File: src/rtl/key_entry_scan_pkg.sv
// key_entry_scan_pkg: key codes, key FSM states and 7-segment constants shared by the keypad entry slice
package key_entry_scan_pkg;
  localparam logic [3:0] KEY_MAX_DIGIT = 4'h9;
  localparam logic [3:0] KEY_CLR = 4'hD;
  localparam logic [3:0] KEY_BKSP = 4'hE;
  localparam logic [3:0] KEY_ENT = 4'hF;
  typedef enum logic {WAIT_PRESS = 1'b0, WAIT_RELEASE = 1'b1} key_state_t;
  localparam logic [7:0] SEG_0 = 8'hC0;
  localparam logic [7:0] SEG_1 = 8'hF9;
  localparam logic [7:0] SEG_2 = 8'hA4;
  localparam logic [7:0] SEG_3 = 8'hB0;
  localparam logic [7:0] SEG_4 = 8'h99;
  localparam logic [7:0] SEG_5 = 8'h92;
  localparam logic [7:0] SEG_6 = 8'h82;
  localparam logic [7:0] SEG_7 = 8'hF8;
  localparam logic [7:0] SEG_8 = 8'h80;
  localparam logic [7:0] SEG_9 = 8'h90;
  localparam logic [7:0] BLANK = 8'hFF;
endpackage

File: src/rtl/key_entry_scan_seg7_decode.sv
// seg7_decode: BCD nibble to active-low {dp,g,f,e,d,c,b,a}, non-decimal nibbles blank
module seg7_decode
  import key_entry_scan_pkg::*;
(
  input  logic [3:0] digit,
  output logic [7:0] seg
);
  // pure lookup; dp stays off in every code
  always_comb begin
    case (digit)
      4'd0:    seg = SEG_0;
      4'd1:    seg = SEG_1;
      4'd2:    seg = SEG_2;
      4'd3:    seg = SEG_3;
      4'd4:    seg = SEG_4;
      4'd5:    seg = SEG_5;
      4'd6:    seg = SEG_6;
      4'd7:    seg = SEG_7;
      4'd8:    seg = SEG_8;
      4'd9:    seg = SEG_9;
      default: seg = BLANK;
    endcase
  end
endmodule

File: src/rtl/key_entry_scan.sv
// key_entry_scan: keypad digit entry buffer with 8-digit multiplexed display; KEY_ENTRY_SCAN_BLANK_EN blanks unused leading digits
module key_entry_scan
  import key_entry_scan_pkg::*;
#(
  parameter int SCAN_DIV = 100000
) (
  input  logic        clk,
  input  logic        rst,
  input  logic        key_flag,
  input  logic [3:0]  key_code,
  output logic [7:0]  seg_an,
  output logic [7:0]  seg_out,
  output logic [31:0] entry_value,
  output logic        entry_done
);
  localparam int CW = $clog2(SCAN_DIV);
  localparam logic [CW-1:0] SCAN_LAST = CW'(SCAN_DIV - 1);
  key_state_t state;
  logic [31:0] buffer;
  logic [3:0] digit_cnt;
  logic [CW-1:0] scan_cnt;
  logic [2:0] idx;
  logic [2:0] next_idx;
  logic [3:0] next_digit;
  logic [7:0] dec_seg;
  logic [7:0] next_seg;
  logic wrap;
  assign wrap = scan_cnt == SCAN_LAST;
  assign next_idx = idx + 3'd1;
  assign next_digit = buffer[{next_idx, 2'b00} +: 4];
  seg7_decode u_dec (.digit(next_digit), .seg(dec_seg));
`ifdef KEY_ENTRY_SCAN_BLANK_EN
  assign next_seg = ({1'b0, next_idx} >= digit_cnt && !(next_idx == 3'd0 && digit_cnt == 4'd0)) ? BLANK : dec_seg;
`else
  assign next_seg = dec_seg;
`endif
  // slot timer; the display latches the pre-command buffer digit at each slot change
  always_ff @(posedge clk or posedge rst) begin
    if (rst) begin
      scan_cnt <= '0;
      idx <= 3'd0;
      seg_an <= 8'hFE;
      seg_out <= SEG_0;
    end else begin
      scan_cnt <= wrap ? '0 : scan_cnt + 1'b1;
      if (wrap) begin
        idx <= next_idx;
        seg_an <= ~(8'd1 << next_idx);
        seg_out <= next_seg;
      end
    end
  end
  // one command per press, executed on the press edge; holding the key never repeats
  always_ff @(posedge clk or posedge rst) begin
    if (rst) begin
      state <= WAIT_PRESS;
      buffer <= '0;
      digit_cnt <= 4'd0;
      entry_value <= '0;
      entry_done <= 1'b0;
    end else begin
      entry_done <= 1'b0;
      if (state == WAIT_RELEASE) begin
        if (!key_flag) state <= WAIT_PRESS;
      end else if (key_flag) begin
        state <= WAIT_RELEASE;
        if (key_code <= KEY_MAX_DIGIT) begin
          if (digit_cnt < 4'd8) begin
            buffer <= {buffer[27:0], key_code};
            digit_cnt <= digit_cnt + 4'd1;
          end
        end else if (key_code == KEY_BKSP) begin
          if (digit_cnt != 4'd0) begin
            buffer <= {4'h0, buffer[31:4]};
            digit_cnt <= digit_cnt - 4'd1;
          end
        end else if (key_code == KEY_CLR) begin
          buffer <= '0;
          digit_cnt <= 4'd0;
        end else if (key_code == KEY_ENT) begin
          entry_value <= buffer;
          entry_done <= 1'b1;
          buffer <= '0;
          digit_cnt <= 4'd0;
        end
      end
    end
  end
endmodule

File: config.mk
export PLATFORM = sky130hd
export DESIGN_NAME = key_entry_scan
export DESIGN_NICKNAME = d
export VERILOG_FILES = /design/src/rtl/key_entry_scan_pkg.sv /design/src/rtl/key_entry_scan_seg7_decode.sv /design/src/rtl/key_entry_scan.sv
export SDC_FILE = /design/constraint.sdc
export NUM_CORES = 1
export LEC_CHECK = 0
export CAP_MARGIN = 20
export CELL_PAD_IN_SITES_DETAIL_PLACEMENT = 1
export CELL_PAD_IN_SITES_GLOBAL_PLACEMENT = 1
export CORE_AREA = 2 2 143 110
export DETAILED_ROUTE_END_ITERATION = 10
export DIE_AREA = 0 0 145 112
export PLACE_DENSITY = 0.77
export REMOVE_ABC_BUFFERS = 1
export SETUP_SLACK_MARGIN = 0.4
export SLEW_MARGIN = 40
export SYNTH_ARGS = -nofsm -noshare
export SYNTH_HDL_FRONTEND = slang
export SYNTH_SLANG_ARGS = --single-unit
File: constraint.sdc
create_clock -name clk -period 3.1 [get_ports clk]
set_input_delay 0.31 -clock clk [delete_from_list [all_inputs] [get_ports clk]]
set_output_delay 0.31 -clock clk [all_outputs]
set_load 0.02 [all_outputs]
==> Word-level counts from Yosys, hierarchy flattened <==
Memories as Yosys holds them, arrays and structs flattened. A register that Yosys moved wholly into a read port is not among the register bits.
Cells that the tools add are included.
{ "word_totals": {"output_inout_bits": 49, "wordCells": 53, "romBits": 112, "reg_bits": 106, "n_memories": 1} }
{ "memory_table": {"columns": ["name", "words", "width", "rd", "rd_clocked_by_memory_dff", "wr", "line_no", "rtl"], "rows": [
  ["(name not given)", 16, 7, 1, 1, 0, "key_entry_scan_seg7_decode.sv:10", "case (digit)"]
]} }
{ "op_classes": {"reduce_logical": 4, "n_eq_ne": 6, "shift": 2, "add_sub_neg": 4, "n_mux": 20, "magnitude_cmp": 2, "n_bitwise": 5} }
{ "op_table": {"columns": ["operator", "count"], "rows": [
  ["32-bit two-way mux", 6],
  ["32-bit by 6-bit indexed part select with 4-bit output", 1],
  ["4-bit two-way mux", 6],
  ["17-bit by 1-bit adder with 17-bit output, second input constant", 1],
  ["17-bit == test, second input constant", 1],
  ["17-bit two-way mux", 1],
  ["4-bit == test, second input constant", 3],
  ["8-bit NOT", 1],
  ["4-bit nonzero test", 2],
  ["1-bit by 3-bit << shifter with 8-bit output, first input constant", 1],
  ["1-bit two-way mux", 7],
  ["6-bit AND reduction", 1],
  ["5-bit AND reduction", 1],
  ["4-bit by 1-bit adder with 4-bit output, second input constant", 1],
  ["4-bit less-or-equal comparator, second input constant", 1],
  ["4-bit less-than comparator, second input constant", 1],
  ["1-bit NOT", 4],
  ["4-bit by 1-bit subtractor with 4-bit output, second input constant", 1],
  ["3-bit by 1-bit adder with 3-bit output, second input constant", 1],
  ["3-bit by 2-bit != test with 1-bit output, second input constant", 1],
  ["2-bit by 1-bit != test with 1-bit output, second input constant", 1]
]} }

==> Depth between registers and ports, before layout <==
Gate-level depths: netlist (run 1).
{ "depth": {"ltp_word": 7, "mapped_depth": 13} }

==> Hierarchy <==
Synthesis (run 1) repeated with hierarchy kept, for this count alone.
{ "unflattened": {"cells_unflattened": 451, "hier_area_um2": 4979.8} }
{ "modules_own_cells": {"columns": ["module", "instances", "area_each_um2", "cells_each"], "rows": [
  ["key_entry_scan", 1, 4758.3, 416],
  ["seg7_decode", 1, 221.5, 35]
]} }

==> Worst setup path after synthesis (run 1) <==
OpenSTA, ideal clock, no wires.
{ "synth_path": {"path_type": "reg2reg", "start": "register idx[0]", "end": "register seg_out[3]", "setup_slack_ps": 346, "stages_incl_launch_ff": 14, "required_ps": 2980, "arrival_ps": 2633, "path_buffers": 3, "path_cell_list": "dfrtp_1 -> buf_2 -> inv_2 -> ha_1 -> buf_6 -> buf_6 -> mux4_2 -> nand2_1 -> and2_1 -> inv_1 -> ha_1 -> nor2_1 -> o211ai_1 -> o211a_1"} }
{ "synth_between": {"elab_chain_len": 2} }
{ "synth_rtl": {"columns": ["element", "line_no", "rtl"], "rows": [
  ["start: declaration", "key_entry_scan.sv:22", "logic [2:0] idx;"],
  ["start signal: assignment", "key_entry_scan.sv:47", "idx <= next_idx;"],
  ["3-bit by 1-bit adder with 3-bit output", "key_entry_scan.sv:29", "assign next_idx = idx + 3'd1;"],
  ["named net next_idx[0]", "key_entry_scan.sv:23", "logic [2:0] next_idx;"],
  ["32-bit by 6-bit indexed part select with 4-bit output", "key_entry_scan.sv:30", "assign next_digit = buffer[{next_idx, 2'b00} +: 4];"],
  ["end: declaration", "key_entry_scan.sv:12", "output logic [7:0] seg_out,"]
]} }
The timed path passes the listed nets, and every way through them passes these cells.
A chain may end at the register's enable or synchronous reset.

==> Worst setup path in the final report (run 1) <==
{ "layout_path": {"start": "register idx[1]", "end": "register seg_out[4]"} }
The elaborated chain is that of the path after synthesis.

==> flow_summary.ini, run 1 <==
[logic_synthesis]
synth_compound_gate_area_share = 0.1305
synthAdderAreaFrac = 0.03182
synth_mux_area_frac = 0.1464
synth_top_family_by_area = multiplexers
ys_warn_count = 0
synthSimpleGateAreaFrac = 0.1094
netlist-cell-type-count = 53
ys_seq_area_frac = 0.5160
synth_edf_count = 0
postSynthAreaPerCell_um2 = 11.18
ys_ff_latch = 105
synth-main-ff-cell = dfrtp_1
async_reset_ff_frac = 1.000
synth_xor_area_frac = 0.03084
syn_inst = 457
synth_area_um2 = 5111

[setup_path]
cp_slowest_cell = mux4_2
worst_ep_arrival_time_ps = 2820
required_ps = 3370
startpoint_type = register
end_kind = register
cpPeakStageDelay_ps = 530
crit_type = reg2reg
crit_fanout = 20
timing.critical_path.cells = inv_1 > ha_4 > buf_12 > mux2_2 > mux4_2 > a211o_1 > a211oi_2

[power_and_ir_drop]
swShare = 0.2982
p_int_mw = 2.474
ir_drop_uv = 257.1
power_frac_clock = 0.328
comb_power_share = 0.191
p_switching_mw = 1.051
power_mw = 3.526
seqPwrFrac = 0.480
pwr_density_cell_nw_per_um2 = 564.5
p_leak_nw = 2.631

[cells_and_area]
seqCellArea_um2 = 2638
drive_gt1_frac = 0.1875
fillers = 1608
nNetsFinal = 527
postLayoutCellArea_um2 = 6246
area_delta_synth_final_pct = 22.20
final_cells = 717
num_antenna_cells = 0
multi_input_area_um2 = 2331

[sta]
rsz0062_at_grt = no
period_share = 0.8225
slew_viol_final = 0
hold_viol = 0
min_period_ps = 2550
slew_headroom = 0.5365
fmax_mhz = 392.2
skew_ps = 9.914
final-setup-viol-count = 0
tightest_slew_ps = 691.5

[clocking]
cts_hold_buf = 0
cts_buffers = 9
cts_max_level = 3
cts_tree = built
cts_setup_buffers = 0
clkTransAtPathRegs_ps = 70
clk_path_buf_depth = 2
clock_latency_ps = 350
cts-root-buf = clkbuf_16
clock-sinks = 105

[global_routing]
grt_antenna_before_repair = 0
grt_use_total = 0.1624
grt_max_degree = 58
overflow = 0
grt_pass1_wl_um = 21350
grt_pass1_vias = 4038

[route]
vias = 3731
wl_met3_um = 385
routed_wl_um = 12420
viasPerCell = 5.204
top_layer_used = met4
antenna_left = 0
drtIter0Drc = 268
drc = 0
wl_met1_um = 5877
wl_met2_um = 5995
wire_per_inst_um = 17.32
first_pass_iters = 4

[floorplanning]
ioPinCount = 56
rows = 39
die_x_um = 145
die_height_um = 112
dieArea_um2 = 16240
initial_core_util = 0.3434
design.core.area_um2 = 14880

[placement]
postPlaceCellArea_um2 = 5913
dp_cells = 701
gp_congestion = 0.7688
dp_hpwl_um = 8800
place.port_buffers = 54

[status]
status = finished clean

[flow_run]
maxCapViolCount = 0

[worst_hold_path]
min_path_type = in2async
[what timing repair did]
action                                  in CTS  in global routing
gates cloned                                 0                  0
resized for setup                            2                  4
endpoints found under the setup margin       4                  6
[power by group through the flow]
stage / clock network [mW] / registers, mW / logic, mW
finish: 1.16 / 1.69 / 0.675
global route: 1.25 / 1.72 / 0.757
CTS: 1.19 / 1.69 / 0.676
detailed placement: 0 / 1.72 / 0.672
global placement: 0 / 1.70 / 0.628
floorplan: 0 / 1.69 / 0.414
[synth_stat cells (5+ instances only)]
cell type / number / share of area
dfrtp_1: 97 / 0.47
nand2_1: 54 / 0.040
mux2_2: 41 / 0.090
o21ai_0: 40 / 0.039
a22oi_1: 26 / 0.038
nor2_1: 24 / 0.018
clkbuf_1: 18 / 0.013
ha_1: 13 / 0.032
xnor2_1: 11 / 0.019
inv_1: 9 / 0.0066
a31oi_1: 8 / 0.0098
buf_2: 8 / 0.0078
dfstp_2: 8 / 0.041
mux2i_1: 8 / 0.016
mux4_2: 8 / 0.035
nand3_1: 8 / 0.0078
a21oi_1: 7 / 0.0069
and3_1: 7 / 0.0086
xor2_1: 7 / 0.012
a211oi_1: 5 / 0.0073
[worst max-delay path: cells and delay by family, from the launching register on]
family                   cells  cell delay [ps]
flip-flops                   1              410
buffers and inverters        2              300
AO/OA/AOI/OAI                2              550
multiplexers                 2              880
adder cells (fa/ha/maj)      1              320
[kinds of logic after synthesis]
| kind of cell | count (synthesis) |
|---|---|
| muxes | 59 |
| AOI/OAI and AO/OA | 105 |
| other | 1 |
| buffers and inverters | 39 |
| adders and majority gates | 13 |
| xor gates and xnor gates | 18 |
| and+or+nand+nor | 117 |
| DFF | 105 |
[registers in the layout (all words and copies together), names as in the netlist]
name / flops
state: 1
digit_cnt: 4
seg_out: 7
scan_cnt: 17
seg_an: 8
idx: 3
entry_value: 32
entry_done: 1
buffer: 32
[placed cells by master (no fill, tap or decap), types with 8 or more instances in the layout]
cell             instances
a22oi_1                 26
clkbuf_16                9
dfrtp_1                 97
xnor2_1                 11
dfstp_2                  8
mux4_2                   8
nand2_1                 54
buf_4                   11
mux2_2                  41
inv_1                    8
clkdlybuf4s50_1         54
nor2_1                  24
ha_1                    12
mux2i_1                  8
nand3_1                  8
a31oi_1                  8
o21ai_0                 40
[metal layers]
metal / track usage / vias up
li1: - / 1740
met1: 0.2172 / 1919
met2: 0.2638 / 60
met3: 0.03770 / 12
met4: 0.05083 / 0
met5: 0 / -
[per-stage QoR]
stage / setup WS, ps / TNS, ps / hold WS [ps] / util
floorplan: -36.40 / -72.66 / 341.4 / -
finish: 550.3 / 0 / 400.9 / 0.4197
detailed placement: 351.8 / 0 / 465.9 / 0.3973
CTS: 414.8 / 0 / 427.7 / 0.4178
global placement: 490.5 / 0 / 470.4 / 0.3973
global route: 416.8 / 0 / 472.4 / 0.4197
[worst paths after layout]
check	from	to	slack [ps]	cells after the start
max	idx[1]	seg_out[4]	550	7
min	rst	scan_cnt[13]	400	2
max reg2reg	idx[1]	seg_out[4]	550	7
min reg2reg	seg_out[6]	seg_out[6]	470	2
max in group asynchronous	rst	seg_an[5]	1940	3
min in group clk	key_flag	state	470	1
[cell type report]
cell class              count  share of cell area
well taps                 205             0.04107
flip-flops and latches    105              0.4223
repair buffers             68              0.1094
clock inverters             4            0.008213
clock buffers              12             0.03946
multi-input cells         313              0.3732
inverters                  10            0.006410
No activity file was read; power rests on OpenSTA's default activity.
==> inputs of run 2 (changes only) <==
==> constraint.sdc (replaced) <==
create_clock -name clk -period 2.1 [get_ports clk]
set_input_delay 0.21 -clock clk [delete_from_list [all_inputs] [get_ports clk]]
set_output_delay 0.21 -clock clk [all_outputs]
set_load 0.02 [all_outputs]
==> run 2 against run 1 <==
  * The run now ends with negative setup slack left
  * Hold slack worse by 140 ps
  * Clock skew about the same
  * Wire length up 41%
  * Sequential share of layout area down 5.9 points
  * First-iteration DRC count up 16%
  * Largest cell class unchanged
  * Maximum frequency is 4.9% higher
  * Sequential power grew 47%
  * Clock power up 53%
==> flow_summary.ini, run 2 (synthesis gave the netlist of run 1 again) <==
[floorplanning]
rows = 39
initial_core_util = 0.3434
dieArea_um2 = 16240
ioPinCount = 56
die_height_um = 112
die_x_um = 145
design.core.area_um2 = 14880

[sta]
fmax_mhz = 411.5
hold_viol = 0
tightest_slew_ps = 567.4
slew_headroom = 0.6217
period_share = 1.157
slew_viol_final = 0
final-setup-viol-count = 7
min_period_ps = 2430
setup_ws_ps = -330.0
skew_ps = 10.30
rsz0062_at_grt = yes

[setup_path]
path_depth = 8
ff2ff_setup_slack_ps = -330
cp_top_family = multiplexers
end_kind = register
startpoint = idx[0]
startpoint_type = register
crit_fanout = 8
r2r-start = idx[0]
cp-endpoint = seg_out[0]
worst_ep_arrival_time_ps = 2670
r2r_cells = 8
r2r-end = seg_out[0]
cp_slowest_cell = mux4_2
crit_type = reg2reg
timing.critical_path.cells = inv_2 > ha_4 > buf_12 > mux2_4 > mux4_2 > nor2_2 > nand2_1 > o221a_1
cpPeakStageDelay_ps = 570
required_ps = 2340
critPathBufInv = 2

[clocking]
cts-root-buf = clkbuf_16
clkTransAtPathRegs_ps = 70
clock_latency_ps = 360
cts_buffers = 9
clk_path_buf_depth = 2
clock-sinks = 105
cts_tree = built
cts_max_level = 3
cts_hold_buf = 0

[global_routing]
grt_use_total = 0.2038
grt_pass1_wl_um = 25910
overflow = 0
grt_max_degree = 63
grt_pass1_vias = 4569
grt_antenna_before_repair = 0

[worst_hold_path]
min_path_type = in2async

[power_and_ir_drop]
power_mw = 5.781
p_leak_nw = 3.206
pwr_density_cell_nw_per_um2 = 795.4
ir_drop_uv = 452.7

[status]
status = complete, but fails checks
violations = negative setup slack

[cells_and_area]
final_cell_mix = dfrtp_1, buf_4, nand2_1, clkdlybuf4s50_1, mux2_2
num_antenna_cells = 0
postLayoutCellArea_um2 = 7268
seqCellArea_um2 = 2638
top_regs = buffer (32), entry_value (32), scan_cnt (17)
nNetsFinal = 591
drive_gt1_frac = 0.3628
multi_input_area_um2 = 2631
fillers = 1540
area_delta_synth_final_pct = 42.20
final_common_cell = dfrtp_1

[route]
wire_per_inst_um = 22.37
first_pass_iters = 5
vias = 4294
drtIter0Drc = 311
routed_wl_um = 17470
antenna_left = 0
drc = 0
viasPerCell = 5.498

[placement]
postPlaceCellArea_um2 = 6173
gp_congestion = 0.7480
dp_hpwl_um = 9222
place.port_buffers = 54

[flow_run]
maxCapViolCount = 0
[run 2: cell type report]
cell class | instances | area share
Clock buffer | 11 | 0.03340
Clock inverter | 5 | 0.008607
Inverter | 10 | 0.006542
Multi-Input combinational cell | 313 | 0.3620
Tap cell | 205 | 0.03529
Sequential cell | 105 | 0.3629
Timing Repair Buffer | 132 | 0.1913
[run 2: routing by layer]
metal | global-route usage | vias to the layer above | share of wire
li1 | - | 1874 | -
met1 | 0.2576 | 2229 | 0.42
met2 | 0.3410 | 140 | 0.50
met3 | 0.04303 | 51 | 0.040
met4 | 0.08779 | 0 | 0.037
met5 | 0 | - | 0
[run 2: worst min path at each step]
stage,from,endpoint,slack (ps),depth (start not counted)
2_1_floorplan,key_flag,state,240,0
3_3_place_gp,scan_cnt[14],scan_cnt[14],470,1
3_5_place_dp,seg_out[6],seg_out[6],470,2
4_1_cts,rst,scan_cnt[10],290,3
5_1_grt,rst,scan_cnt[9],330,3
6_report,rst,seg_out[1],260,3
[run 2: power by group]
part,internal [mW],leakage (nW),total [mW],switching [mW]
combinational,0.728,1.66,1.52,0.787
clock,0.968,0.143,1.77,0.806
sequential,2.22,1.40,2.49,0.270
[run 2: repair_timing]
item / 4_1_cts / 5_1_grt
cloned: 3 / 4
buffers inserted: 11 / 18
pin swaps: 17 / 13
setup endpoints to repair: 35 / 88
resized for setup: 86 / 39
[run 2: stage by stage]
stage	TNS (ps)	hold slack [ps]	setup slack (ps)	utilization	instances
3_5_place_dp	-2589	467.9	-496.9	0.4148	729
2_1_floorplan	-126590	241.4	-1036	-	428
5_1_grt	-2592	326.8	-408.2	0.4884	781
4_1_cts	-1276	288.2	-193.4	0.4631	759
3_3_place_gp	-1902	471.6	-296.1	0.4148	729
6_report	-2079	262.4	-330.0	0.4884	781
[run 2: tightest hold or removal path, cell delays in order]
cell	delay [ps]
clkdlybuf4s50_1	440
inv_4	90
buf_12	280
==> inputs of run 3 (changes only) <==
--- a/config.mk
+++ b/config.mk
@@ -6,7 +6,7 @@
 export NUM_CORES = 1
 export LEC_CHECK = 0
 export CAP_MARGIN = 20
-export CELL_PAD_IN_SITES_DETAIL_PLACEMENT = 1
+export CELL_PAD_IN_SITES_DETAIL_PLACEMENT = 0
 export CELL_PAD_IN_SITES_GLOBAL_PLACEMENT = 1
 export CORE_AREA = 2 2 143 110
 export DETAILED_ROUTE_END_ITERATION = 10
@@ -14,6 +14,7 @@
 export PLACE_DENSITY = 0.77
 export REMOVE_ABC_BUFFERS = 1
 export SETUP_SLACK_MARGIN = 0.4
+export SKIP_CTS_REPAIR_TIMING = 1
 export SLEW_MARGIN = 40
 export SYNTH_ARGS = -nofsm -noshare
 export SYNTH_HDL_FRONTEND = slang
==> run 3 against run 2 <==
  * The run still ends with negative setup slack left
  * Cell count is 1.7% lower
  * Critical path depth is 2 higher
  * Setup slack better by 92 ps
  * Critical path type unchanged
  * Power is 6.6% lower
  * Wire length is 28% lower
  * Maximum frequency is 3.9% higher
==> flow_summary.ini, run 3 (synthesis gave the netlist of run 1 again) <==
[status]
status = complete, but fails checks
violations = negative setup slack

[clocking]
clk_path_buf_depth = 2
cts_max_level = 3
cts_buffers = 9
cts_tree = built
clkTransAtPathRegs_ps = 70
clock_latency_ps = 360
clock-sinks = 105
cts-root-buf = clkbuf_16

[sta]
period_share = 1.113
skew_ps = 6.190
rsz0062_at_grt = yes
hold_viol = 0
tightest_slew_ps = 629.4
whs_ps = 267.4
final.setup.tns_ps = -1296
setup_ws_ps = -238.3
min_period_ps = 2338
fmax_mhz = 427.7
slew_headroom = 0.5771
slew_viol_final = 0
final-setup-viol-count = 7

[global_routing]
grt_pass1_wl_um = 19460
overflow = 0
grt_max_degree = 63
grt_pass1_vias = 3728
grt_antenna_before_repair = 0
grt_use_total = 0.1493

[route]
drc = 0
routed_wl_um = 12630
viasPerCell = 5.066
first_pass_iters = 4
wire_per_inst_um = 16.44
drtIter0Drc = 294
vias = 3891
antenna_left = 0

[placement]
postPlaceCellArea_um2 = 6173
gp_congestion = 0.7480
dp_cells = 729
place.port_buffers = 54
dp_hpwl_um = 8039

[flow_run]
maxCapViolCount = 0

[cells_and_area]
final_cells = 768
num_antenna_cells = 0
postLayoutCellArea_um2 = 7107
final_cell_mix = dfrtp_1, buf_4, nand2_1, clkdlybuf4s50_1, mux2_2
final_common_cell = dfrtp_1
top_regs = buffer (32), entry_value (32), scan_cnt (17)
area_delta_synth_final_pct = 39.05
drive_gt1_frac = 0.3428
nNetsFinal = 578

[power_and_ir_drop]
pwr_density_cell_nw_per_um2 = 760.1
power_mw = 5.402
p_leak_nw = 3.178
ir_drop_uv = 525.7

[setup_path]
cpPeakStageDelay_ps = 560
cp_slowest_cell = mux4_2
critPathBufInv = 4
startpoint = idx[0]
timing.critical_path.cells = inv_2 > ha_4 > buf_12 > buf_8 > buf_4 > mux2i_1 > mux4_2 > nor2_4 > a21oi_1 > mux2_2
cp_top_family = multiplexers
crit_type = reg2reg
r2r-start = idx[0]
required_ps = 2340
end_kind = register
crit_fanout = 6
worst_ep_arrival_time_ps = 2580
startpoint_type = register

[floorplanning]
dieArea_um2 = 16240
die_x_um = 145
initial_core_util = 0.3434
die_height_um = 112
design.core.area_um2 = 14880
rows = 39
ioPinCount = 56

[worst_hold_path]
min_path_type = in2async
==> run 3: cell count changes in the layout (fill, tap and decap cells not counted), sizes merged, moves of 2 or more <==
cell,previous run,this run
dlygate4sd2,8,0
buf,74,61
clkbuf,15,17
dlymetal6s2s,4,11
inv,12,10
==> run 3: per-layer routing <==
metal | vias to the layer above | share of wire | wire length [µm] | global-route usage
li1 | 1845 | - | - | -
met4 | 0 | 0.013 | 166 | 0.04290
met2 | 84 | 0.46 | 5847 | 0.2273
met3 | 14 | 0.046 | 586 | 0.03975
met1 | 1948 | 0.48 | 6026 | 0.2105
met5 | - | 0 | 0 | 0
==> run 3: metrics by stage <==
stage | util | setup slack, ps
detailed placement | 0.4148 | -401.8
CTS | 0.4346 | -421.6
floorplan | - | -1036
global placement | 0.4148 | -296.1
global route | 0.4775 | -315.2
finish | 0.4775 | -238.3
==> run 3: report_power, final <==
| part | switching [mW] | total (mW) | internal (mW) |
|---|---|---|---|
| Sequential | 0.238 | 2.46 | 2.22 |
| Clock | 0.747 | 1.65 | 0.904 |
| Combinational | 0.641 | 1.29 | 0.648 |
==> run 3: worst min-delay path: cells and delay by family <==
family   cells  cell delay (ps)
buf+inv      3              800
==> run 3: worst paths after layout <==
kind | cells after the start | endpoint | slack (ps)
max | 10 | seg_out[2] | -240
max reg2reg | 10 | seg_out[2] | -240
min reg2reg | 2 | seg_out[6] | 490
min in group clk | 1 | state | 370
min | 3 | scan_cnt[11] | 270
max in group asynchronous | 3 | buffer[13] | 1330
==> run 3: layout make-up <==
cell class | count | area, µm²
Fill cell | 1317 | 7776
Sequential cell | 105 | 2638
Multi-Input combinational cell | 313 | 2628
Timing Repair Buffer | 119 | 1249
Clock buffer | 13 | 270.3
Tap cell | 205 | 256.5
Inverter | 10 | 42.54
Clock inverter | 3 | 23.77
